File: src/rtl/pipe_skid_en.sv
// pipe_skid_en: two-entry valid/ready register slice (skid buffer).
//
// Both in_rdy and out_vld come straight from flops, so neither the payload
// path nor the ready path crosses this stage combinationally. The load
// enables of the output data flop (out_en) and the skid data flop (skid_en)
// are computed here and exported so enable checkers can bind to them.
//
// Handshake semantics (both sides): a beat transfers on a rising clk edge
// when valid and ready are both 1 in the cycle before that edge; valid must
// not depend on ready, and a held payload stays stable until it transfers.
//
// Optional build macro PIPE_SKID_EN_PERF_EN adds perf_stall_cnt, a
// saturating count of cycles with out_vld & !out_rdy (cleared only by rst).
module pipe_skid_en #(
    parameter int W = 32
) (
    input  logic         clk,
    input  logic         rst,
    input  logic         flush,
    input  logic         in_vld,
    input  logic [W-1:0] in_data,
    output logic         in_rdy,
    output logic         out_vld,
    output logic [W-1:0] out_data,
    input  logic         out_rdy,
    output logic         out_en,
    output logic         skid_en
`ifdef PIPE_SKID_EN_PERF_EN
    ,
    output logic [15:0]  perf_stall_cnt
`endif
);

    typedef enum logic [1:0] {
        EMPTY = 2'd0,
        ONE   = 2'd1,
        FULL  = 2'd2
    } state_t;

    // Current occupancy; kept as a named enum so checkers can observe it.
    state_t       state;
    logic [W-1:0] skid_q;
    logic         acc;
    logic         rel;

    // Handshakes use only registered ready/valid, so they are never X after
    // reset even while in_data is X.
    always_comb begin
        acc = in_vld & in_rdy;
        rel = out_vld & out_rdy;
    end

    // Load enables: output flop takes a new head, skid flop takes the beat
    // that arrives while the head is stalled. Flush suppresses both.
    always_comb begin
        out_en  = 1'b0;
        skid_en = 1'b0;
        if (!flush) begin
            unique case (state)
                EMPTY:   out_en = acc;
                ONE: begin
                    out_en  = acc & rel;
                    skid_en = acc & ~rel;
                end
                FULL:    out_en = rel;
                default: begin
                    out_en  = 1'b0;
                    skid_en = 1'b0;
                end
            endcase
        end
    end

    // Occupancy FSM with registered in_rdy/out_vld; rst beats flush.
    always_ff @(posedge clk) begin
        if (rst || flush) begin
            state   <= EMPTY;
            out_vld <= 1'b0;
            in_rdy  <= 1'b1;
        end else begin
            unique case (state)
                EMPTY: begin
                    if (acc) begin
                        state   <= ONE;
                        out_vld <= 1'b1;
                        in_rdy  <= 1'b1;
                    end
                end
                ONE: begin
                    if (acc && !rel) begin
                        state   <= FULL;
                        out_vld <= 1'b1;
                        in_rdy  <= 1'b0;
                    end else if (!acc && rel) begin
                        state   <= EMPTY;
                        out_vld <= 1'b0;
                        in_rdy  <= 1'b1;
                    end
                end
                FULL: begin
                    if (rel) begin
                        state   <= ONE;
                        out_vld <= 1'b1;
                        in_rdy  <= 1'b1;
                    end
                end
                default: begin
                    state   <= EMPTY;
                    out_vld <= 1'b0;
                    in_rdy  <= 1'b1;
                end
            endcase
        end
    end

    // Output data flop: new beat from upstream, or the skid entry when the
    // slice drains from FULL. No reset; contents matter only while valid.
    always_ff @(posedge clk) begin
        if (out_en) begin
            out_data <= (state == FULL) ? skid_q : in_data;
        end
    end

    // Skid data flop: absorbs the beat accepted while in_rdy was still high.
    always_ff @(posedge clk) begin
        if (skid_en) begin
            skid_q <= in_data;
        end
    end

`ifdef PIPE_SKID_EN_PERF_EN
    // Saturating stall-cycle counter; flush leaves it untouched.
    always_ff @(posedge clk) begin
        if (rst) begin
            perf_stall_cnt <= 16'h0000;
        end else if (out_vld && !out_rdy && (perf_stall_cnt != 16'hFFFF)) begin
            perf_stall_cnt <= perf_stall_cnt + 16'h0001;
        end
    end
`endif

endmodule

File: config.mk
export PLATFORM = sky130hd
export DESIGN_NAME = pipe_skid_en
export DESIGN_NICKNAME = d
export VERILOG_FILES = /design/src/rtl/pipe_skid_en.sv
export SDC_FILE = /design/constraint.sdc
export NUM_CORES = 1
export LEC_CHECK = 0
export ABC_AREA = 1
export BUFFER_PORTS_ARGS = -buffer_cell sky130_fd_sc_hd__buf_2
export CORE_MARGIN = 2
export CORE_UTILIZATION = 35
export DETAILED_ROUTE_END_ITERATION = 12
export PLACE_DENSITY = 0.55
export SETUP_SLACK_MARGIN = 0.15
export SYNTH_ARGS = -nofsm -noshare
export SYNTH_HDL_FRONTEND = slang
export SYNTH_SLANG_ARGS = --single-unit
File: constraint.sdc
create_clock -name clk -period 3.5 [get_ports clk]
set_input_delay 0.7 -clock clk [delete_from_list [all_inputs] [get_ports clk]]
set_output_delay 0.7 -clock clk [all_outputs]
set_load 0.02 [all_outputs]
**Yosys cells after proc, flatten, opt, wreduce, memory -nomap -nowiden**

Index checks and enable logic that the tools add are counted.

- Flip-flop bits (word level): 68
- Input bits: 37
- Output and inout port bits: 36
- Logic and storage cells: 40

- Equal/unequal tests: 5
- Muxes and demuxes: 18
- Bitwise operators: 5
- Reduce and logical (&&, ||, !) cells: 7

Operators by type and width:

| kind | count |
|---|---|
| $mux 32 | 1 |
| $mux 1 | 9 |
| $pmux 1 s3 | 3 |
| $mux 2 | 4 |
| $pmux 2 s3 | 1 |
| $and 1x1->1 | 4 |
| $ne 2x2->1 const B | 2 |
| $ne 3x3->1 const B | 1 |
| $reduce_and 3->1 | 1 |
| $eq 2x1->1 const B | 1 |
| $eq 2x2->1 const B | 1 |
| $logic_and 1x1->1 | 2 |
| $logic_not 1->1 | 2 |
| $logic_not 2->1 | 1 |
| $logic_or 1x1->1 | 1 |
| $not 1->1 | 1 |

**Logic depth before layout (Yosys ltp)**

Gate-level depths: netlist of the first run.

- Depth after elaboration: 6
- Mapped depth: 9
- Mapped depth without buffers: 9

**Worst setup path after synthesis of the first run**

Ideal clock, no wire load.

- Path type: input port to output port
- Start point: input in_vld
- End point: output skid_en
- Arrival: 2.730 ns
- Data required time: 2.800 ns
- Slack: 0.070 ns
- Stages: 5
- Buffers on the path: 0
- Path through: nand2_1 > inv_1 > ha_1 > nand3_1 > nor2_1

- Longest elaborated chain between the ends: 4

Ends and longest elaborated chain:

| item | RTL line | RTL |
|---|---|---|
| start: declaration | 20 | `input logic in_vld,` |
| $and 1x1->1 | 49 | `acc = in_vld & in_rdy;` |
| $and 1x1->1 | 63 | `skid_en = acc & ~rel;` |
| $mux 1 | 59 | `unique case (state)` |
| $mux 1 | 58 | `if (!flush) begin` |
| end: declaration | 27 | `output logic skid_en` |

Every way passes these cells.

**Worst setup path after layout of the first run**

- Start point: input in_vld
- End point: output out_en

- Longest elaborated chain between the ends: 4

Ends and longest elaborated chain:

| item | RTL line | RTL |
|---|---|---|
| $and 1x1->1 * | 49 |  |
| $and 1x1->1 | 62 | `out_en = acc & rel;` |
| $pmux 1 s3 * | 59 |  |
| $mux 1 * | 58 |  |
| end: declaration | 26 | `output logic out_en,` |

Every way passes the cells marked *; elsewhere a longest branch is shown, timed or not.

==> impl_results.md, run 1 <==
* Status: finished, final reports clean
* Pin count of the biggest net entering global routing at 34
* Worst clock skew on the final layout at 0.00822 ns
* Most numerous cell in the Yosys netlist: sky130_fd_sc_hd__nand2_1
* Synthesized net count at 250
* Sinks on the clock net at 68
* Number of global-route vias before repair at 1557
* Number of warnings issued by yosys at 0
* Cell depth of the worst min-delay path at 2
* Most frequent cells after synthesis: sky130_fd_sc_hd__nand2_1, sky130_fd_sc_hd__edfxtp_1, sky130_fd_sc_hd__inv_1, sky130_fd_sc_hd__nand3_1, sky130_fd_sc_hd__nor2_1
* Number of iterations in the first detailed-routing pass at 4
* Total length of routed met2 wires at 2.12 mm
* PnR Total Power at 1.68 mW
* Fraction of final layout cells sized beyond drive strength 1 at 0.325
* Starting utilization of the core area at 0.360
* Buffer cell driving the clock tree root: sky130_fd_sc_hd__clkbuf_8
* Crit start category: primary input
* Average footprint of a synthesized cell at 12.4 um^2
* Crit-path slowest cell: sky130_fd_sc_hd__ha_1
* Share of synthesized flip-flops with an asynchronous set or reset at 0
* Ranking of synthesized cells by area: sky130_fd_sc_hd__edfxtp_1, sky130_fd_sc_hd__nand2_1, sky130_fd_sc_hd__dfxtp_1
* Setup repair after global routing missed its margin: false
* HPWL after DPL at 3.16 mm
* Total instance count after detailed placement at 378
* Wirelength per Cell at 12.1 um
* Worst-path clk slew at 0.07 ns
* CTS Buf Count at 9
* Utilization of the core after routing at 0.450
* Die area at 8170 um^2
* Sequential element share of the synthesized area at 0.767
* Global-route wire length before repair at 7.57 mm
* Reported max-cap violation count at 0
* Antenna viol nets, final at 0
* Number of flops mapped to enable cells by yosys at 64
* Post-CTS Hold Fix Bufs at 0
* Highest metal used: met4
* Setup bufs post-CTS at 0
* Core footprint at 7250 um^2
* Path type of the worst setup path: primary input to output pin
* Ys flop type: sky130_fd_sc_hd__edfxtp_1
* Worst hold path type: register to register
* Data arrival time of the worst path at 1.73 ns
* Final number of max-transition violations at 0
* CTS tree: done
* Worst R2R Path Depth at 8
* Clock tree buffer depth at 2
* Area leader, netlist: sky130_fd_sc_hd__edfxtp_1
* DR vias/cell at 4.29
* Insertion delay to the later sink of the worst-skew pair at 0.34 ns
* Required time at the worst-slack endpoint at 2.80 ns
* Initial DRC count at 108
* Final std cell area, no fill at 3260 um^2
* Aggregate global routing overflow at 0
* Largest fanout on the critical path at 3
* Detailed-route via count at 1690
* Std cell rows at 31
* Synth-to-layout area growth at 25.0%
* Fin worst setup slack at 1.07 ns
* Final routed DRC violation total at 0
* Fin crit share at 0.695
* Vertical extent of the die at 90.4 um
* Area share of the largest cell type after synthesis at 0.736
* Count of placed standard cells in the final layout, fillers left out at 394
* Max stage delay on crit path at 0.20 ns
* All-Layer GR Usage at 0.122
* DR WL met3 at 400 um
* Number of synthesized register bits at 68
* Min Clock Period, post-route at 2.43 ns
* Largest voltage drop on the vdd net at 0.176 mV
* Die width at 90.4 um
* Routed WL at 4.76 mm
* Crit path capture type: output pin
* Cell count after synthesis at 211
* Transition time of the tightest slew-check pin at 0.533 ns
* Initial antenna violation count at 0
* Max-Slew Margin vs Limit at 0.644
* Gp weighted congestion at 0.854
* Cell area after technology mapping at 2610 um^2
* Post-Place Worst Slack at 1.08 ns
* Post-Route Hold Slack at 0.505 ns
* Cell Pwr Density at 515 nW/um^2
* Fmax at 0.411 GHz
* Number of unique standard cell types used by synthesis at 18
* Final antenna diode count at 0
* Hold Violations, Final at 0
* CTS HTree Levels at 3
* Resized cells post-CTS at 0
* Nets at 329
* Top Ports at 73
* Leakage power total at 1.41 nW
* Ordered list of cells on the worst path: buf_2, nand2_1, inv_1, ha_1, nand3_1, o21ai_0, o21bai_1, inv_1, buf_2
* IO buf count at 72
* Detailed-route wire length on metal 1 at 2.16 mm
* DP Area at 3070 um^2
* Setup_tns at 0 ns
* Number of failing setup endpoints in the final timing report at 0
report_power, final:
part / switching [mW] / internal (mW) / leakage (nW)
Combinational: 0.0844 / 0.0461 / 0.694
Sequential: 0.00787 / 0.923 / 0.620
Clock: 0.294 / 0.325 / 0.0926
Total: 0.387 / 1.29 / 1.41
final cells by class:
type,count,area (um^2)
fill,707,3990
sequential,68,2000
multi-input combinational,127,529
timing repair buffer,75,383
clock buffer,9,124
tap,99,124
clock inverter,7,67.6
inverter,9,33.8
cells by family after synthesis:
family                     Yosys count  share of synthesized area
DFF                                 68                      0.767
buffers and inverters               16                     0.0335
and+or+nand+nor                    120                      0.180
adders and majority gates            2                    0.00958
AOI/OAI and AO/OA                    5                     0.0105
layer usage:
layer  up-vias  global-route usage
li1        862                   -
met1       757               0.147
met2        63               0.191
met3         8              0.0459
met4         0              0.0615
met5         -                   0
final timing paths:
kind,from,end,slack [ns]
setup / recovery,in_vld,out_en,1.07
hold / removal,in_rdy,in_rdy,0.51
setup reg to reg,in_rdy,out_data[6],1.70
hold reg to reg,in_rdy,in_rdy,0.51
worst max-delay path, delay by kind of cell:
kind | cells | cell delay [ns]
AO/OA/AOI/OAI | 2 | 0.21
adder cells (fa/ha/maj) | 1 | 0.20
buffers and inverters | 4 | 0.44
AND/OR/NAND/NOR | 2 | 0.17
cell usage in the layout (no fill, tap or decap):
cell type / Yosys / layout
sky130_fd_sc_hd__nand2_1: 106 / 106
sky130_fd_sc_hd__buf_2: 4 / 72
sky130_fd_sc_hd__edfxtp_1: 64 / 64
sky130_fd_sc_hd__clkbuf_8: 0 / 9
sky130_fd_sc_hd__inv_1: 6 / 6
sky130_fd_sc_hd__nand3_1: 5 / 5
sky130_fd_sc_hd__nor2_1: 5 / 4
sky130_fd_sc_hd__dfxtp_1: 4 / 4
sky130_fd_sc_hd__inv_2: 3 / 3
sky130_fd_sc_hd__buf_4: 0 / 3
sky130_fd_sc_hd__o21ai_0: 2 / 2
sky130_fd_sc_hd__ha_1: 2 / 2
sky130_fd_sc_hd__clkinvlp_4: 0 / 2
sky130_fd_sc_hd__clkinv_2: 0 / 2
sky130_fd_sc_hd__nand2_2: 1 / 1
sky130_fd_sc_hd__nor2_4: 0 / 1
sky130_fd_sc_hd__nor3_1: 1 / 1
sky130_fd_sc_hd__o21bai_1: 1 / 1
sky130_fd_sc_hd__nand3_2: 1 / 1
sky130_fd_sc_hd__a21oi_1: 1 / 1
sky130_fd_sc_hd__nand4_1: 1 / 1
sky130_fd_sc_hd__o21ai_1: 1 / 1
sky130_fd_sc_hd__clkinv_4: 0 / 1
sky130_fd_sc_hd__bufinv_16: 0 / 1
sky130_fd_sc_hd__clkinv_1: 0 / 1
registers in the layout, summed over array words and instances, names as in the netlist:
register  count
out_vld       1
in_rdy        1
state         2
out_data     32
skid_q       32
Power figures use the tool's default switching activity.
==> inputs of run 2 (changes only) <==
- PLACE_DENSITY: 0.55 -> 0.57
- clock period: 3.5 -> 2.2 ns (I/O delays scaled with it)
==> impl_results.md, run 2 (synthesized netlist as in run 1, its figures left out) <==
* Hold path start: in_data[29] (was in_rdy)
* IO buf count at 72 (unchanged)
* Starting utilization of the core area at 0.360 (unchanged)
* Global-route wire length before repair at 8.07 mm (was 7.57 mm)
* Initial antenna violation count at 0 (unchanged)
* Largest registers ranked by flip-flop count: out_data (32), skid_q (32), state (2) (unchanged)
* Worst reg2reg path endpoint: out_data[13] (was out_data[6])
* Clock group share of total power at 0.331 (was 0.369)
* Std cell rows at 31 (unchanged)
* Final antenna diode count at 0 (unchanged)
* Utilization of the core after routing at 0.459 (was 0.450)
* Launch instance of the worst register-to-register path: state[0] (was in_rdy)
* Number of global-route vias before repair at 1640 (was 1557)
* Crit-path slowest cell: sky130_fd_sc_hd__dfxtp_2 (was sky130_fd_sc_hd__ha_1)
* Routed WL at 5.04 mm (was 4.76 mm)
* Largest fanout on the critical path at 4 (was 3)
* Internal power at 1.95 mW (was 1.29 mW)
* Path type of the worst setup path: register to output pin (was primary input to output pin)
* Top library cells by usage in the layout, fill and taps aside: sky130_fd_sc_hd__nand2_1, sky130_fd_sc_hd__buf_2, sky130_fd_sc_hd__edfxtp_1 (unchanged)
* Combined flip-flop and latch cell area at 2010 um^2 (was 2000 um^2)
* Sinks on the clock net at 68 (unchanged)
* Transition time of the tightest slew-check pin at 0.543 ns (was 0.533 ns)
* Fraction of final layout cells sized beyond drive strength 1 at 0.381 (was 0.325)
* Final routed DRC violation total at 0 (unchanged)
* Capture endpoint of the worst hold path: skid_q[29] (was in_rdy)
* Setup slack, reg-to-reg at 0.52 ns (was 1.70 ns)
* Core footprint at 7250 um^2 (unchanged)
* Crit start category: register (was primary input)
* Number of failing setup endpoints in the final timing report at 0 (unchanged)
* Hold Violations, Final at 0 (unchanged)
* Final number of max-transition violations at 0 (unchanged)
* Status: finished, final reports clean (unchanged)
* CTS HTree Levels at 3 (unchanged)
* Data arrival time of the worst path at 1.52 ns (was 1.73 ns)
* Largest voltage drop on the vdd net at 0.267 mV (was 0.176 mV)
* Nets at 336 (was 329)
* Insertion delay to the later sink of the worst-skew pair at 0.33 ns (was 0.34 ns)
* Cell depth of the worst min-delay path at 1 (was 2)
* HPWL after DPL at 3.32 mm (was 3.16 mm)
* Ordered list of cells on the worst path: nand2_2, inv_2, buf_4, ha_1, nand3_2, nor2_4, buf_2 (was buf_2, nand2_1, inv_1, ha_1, nand3_1, o21ai_0, o21bai_1, inv_1, buf_2)
* Worst R2R Path Depth at 6 (was 8)
* Fin crit share at 0.891
* Max-Slew Margin vs Limit at 0.638 (was 0.644)
* Wirelength per Cell at 12.6 um (was 12.1 um)
* Buffer cell driving the clock tree root: sky130_fd_sc_hd__clkbuf_8 (unchanged)
* Cell Pwr Density at 766 nW/um^2 (was 515 nW/um^2)
* Number of fillers in the final layout at 697 (was 707)
* Worst hold path type: primary input to register (was register to register)
* Number of iterations in the first detailed-routing pass at 4 (unchanged)
* Launching element of the worst setup path: in_rdy (was in_vld)
* Crit path capture type: output pin (unchanged)
* Setup_tns at 0 ns (unchanged)
* Antenna viol nets, final at 0 (unchanged)
* All-Layer GR Usage at 0.128 (was 0.122)
* Area occupied by multi-input gates at 564 um^2 (was 529 um^2)
* Gp weighted congestion at 0.778 (was 0.854)
* Net switching share of the total power at 0.235 (was 0.230)
* CTS Buf Count at 9 (unchanged)
* Detailed-route via count at 1669 (was 1690)
* Min Clock Period, post-route at 1.96 ns
* Initial DRC count at 79 (was 108)
* Aggregate global routing overflow at 0 (unchanged)
* Reported max-cap violation count at 0 (unchanged)
* Synth-to-layout area growth at 27.6% (was 25.0%)
* Required time at the worst-slack endpoint at 1.76 ns (was 2.80 ns)
* DR vias/cell at 4.16 (was 4.29)
* Logic gate share of total power at 0.089 (was 0.078)
* Worst clock skew on the final layout at 0.00811 ns (was 0.00822 ns)
* Max stage delay on crit path at 0.33 ns (was 0.20 ns)
* CTS tree: done (unchanged)
* Setup repair after global routing missed its margin: true (was false)
* Fmax at 0.510 GHz
* Vertical extent of the die at 90.4 um (unchanged)
* Worst-path clk slew at 0.07 ns (about the same)
* Part of the total power dissipated in sequential elements at 0.581 (was 0.554)
* Clock tree buffer depth at 2 (unchanged)
* Switching Power at 601 uW (was 387 uW)
* Top Ports at 73 (unchanged)
* Die area at 8170 um^2 (unchanged)
* Leakage power total at 1.42 nW (was 1.41 nW)
* Most common cell after layout, fill and taps aside: sky130_fd_sc_hd__nand2_1 (unchanged)
* Pin count of the biggest net entering global routing at 34 (unchanged)
* Die width at 90.4 um (unchanged)
* Post-CTS Hold Fix Bufs at 0 (unchanged)
run 2: changes by cell type in the layout (fill, tap and decap cells not counted), moves of 2 or more:
cell / before / now
sky130_fd_sc_hd__nand2_2: 1 / 3
sky130_fd_sc_hd__nand2_1: 106 / 104
sky130_fd_sc_hd__dfxtp_1: 4 / 1
sky130_fd_sc_hd__clkinv_2: 2 / 4
sky130_fd_sc_hd__dfxtp_2: 0 / 3
sky130_fd_sc_hd__inv_1: 6 / 3
sky130_fd_sc_hd__nand3_1: 5 / 3
sky130_fd_sc_hd__inv_2: 3 / 5
sky130_fd_sc_hd__buf_4: 3 / 10
sky130_fd_sc_hd__nand3_2: 1 / 3
run 2: repair_timing:
item,4_1_cts,5_1_grt
setup endpoints to repair,1,2
gates resized for setup,8,4
pin swaps,5,3
setup buffers,5,0
run 2: critical path, delay by kind of cell (launching register included):
family	cells	cell delay, ns
adders and majority gates	1	0.15
buffers and inverters	3	0.37
DFF	1	0.33
and+or+nand+nor	3	0.33
run 2: worst max path at each step:
stage | end | slack (ns) | cells after the start
floorplan | out_en | 0.16 | 7
global placement | out_en | 0.19 | 9
detailed placement | out_en | 0.17 | 9
CTS | out_en | 0.13 | 8
global route | skid_en | 0.11 | 7
finish | skid_en | 0.24 | 7
run 2: routing by layer:
layer  routed length (um)  share of wire  GRT usage
met1                 2360           0.47      0.164
met2                 2330           0.46      0.200
met3                  325          0.064     0.0384
met4                   31         0.0061     0.0577
met5                    0              0          0
run 2: layout make-up:
class,count,share of cell area
multi-input combinational,127,0.169
timing repair buffer,82,0.133
inverter,9,0.0113
sequential,68,0.602
tap,99,0.0372
clock buffer,10,0.0383
clock inverter,6,0.00939
run 2: power by group through the flow:
stage	clock network [mW]	logic, mW	registers, mW
after floorplan	0	0.0805	1.55
after global placement	0	0.213	1.51
after detailed placement	0	0.215	1.51
after CTS	0.880	0.228	1.48
after global routing	0.929	0.251	1.49
final	0.844	0.227	1.48
run 2: through the flow:
stage	area, um^2	total power [mW]	setup WS, ns	std cells	hold WS, ns
after global placement	3100	1.72	0.187	380	0.492
after CTS	3320	2.59	0.135	401	0.283
after detailed placement	3100	1.73	0.169	380	0.495
final	3330	2.55	0.239	401	0.304
after global routing	3330	2.67	0.114	401	0.286
after floorplan	2630	1.63	0.161	211	0.487
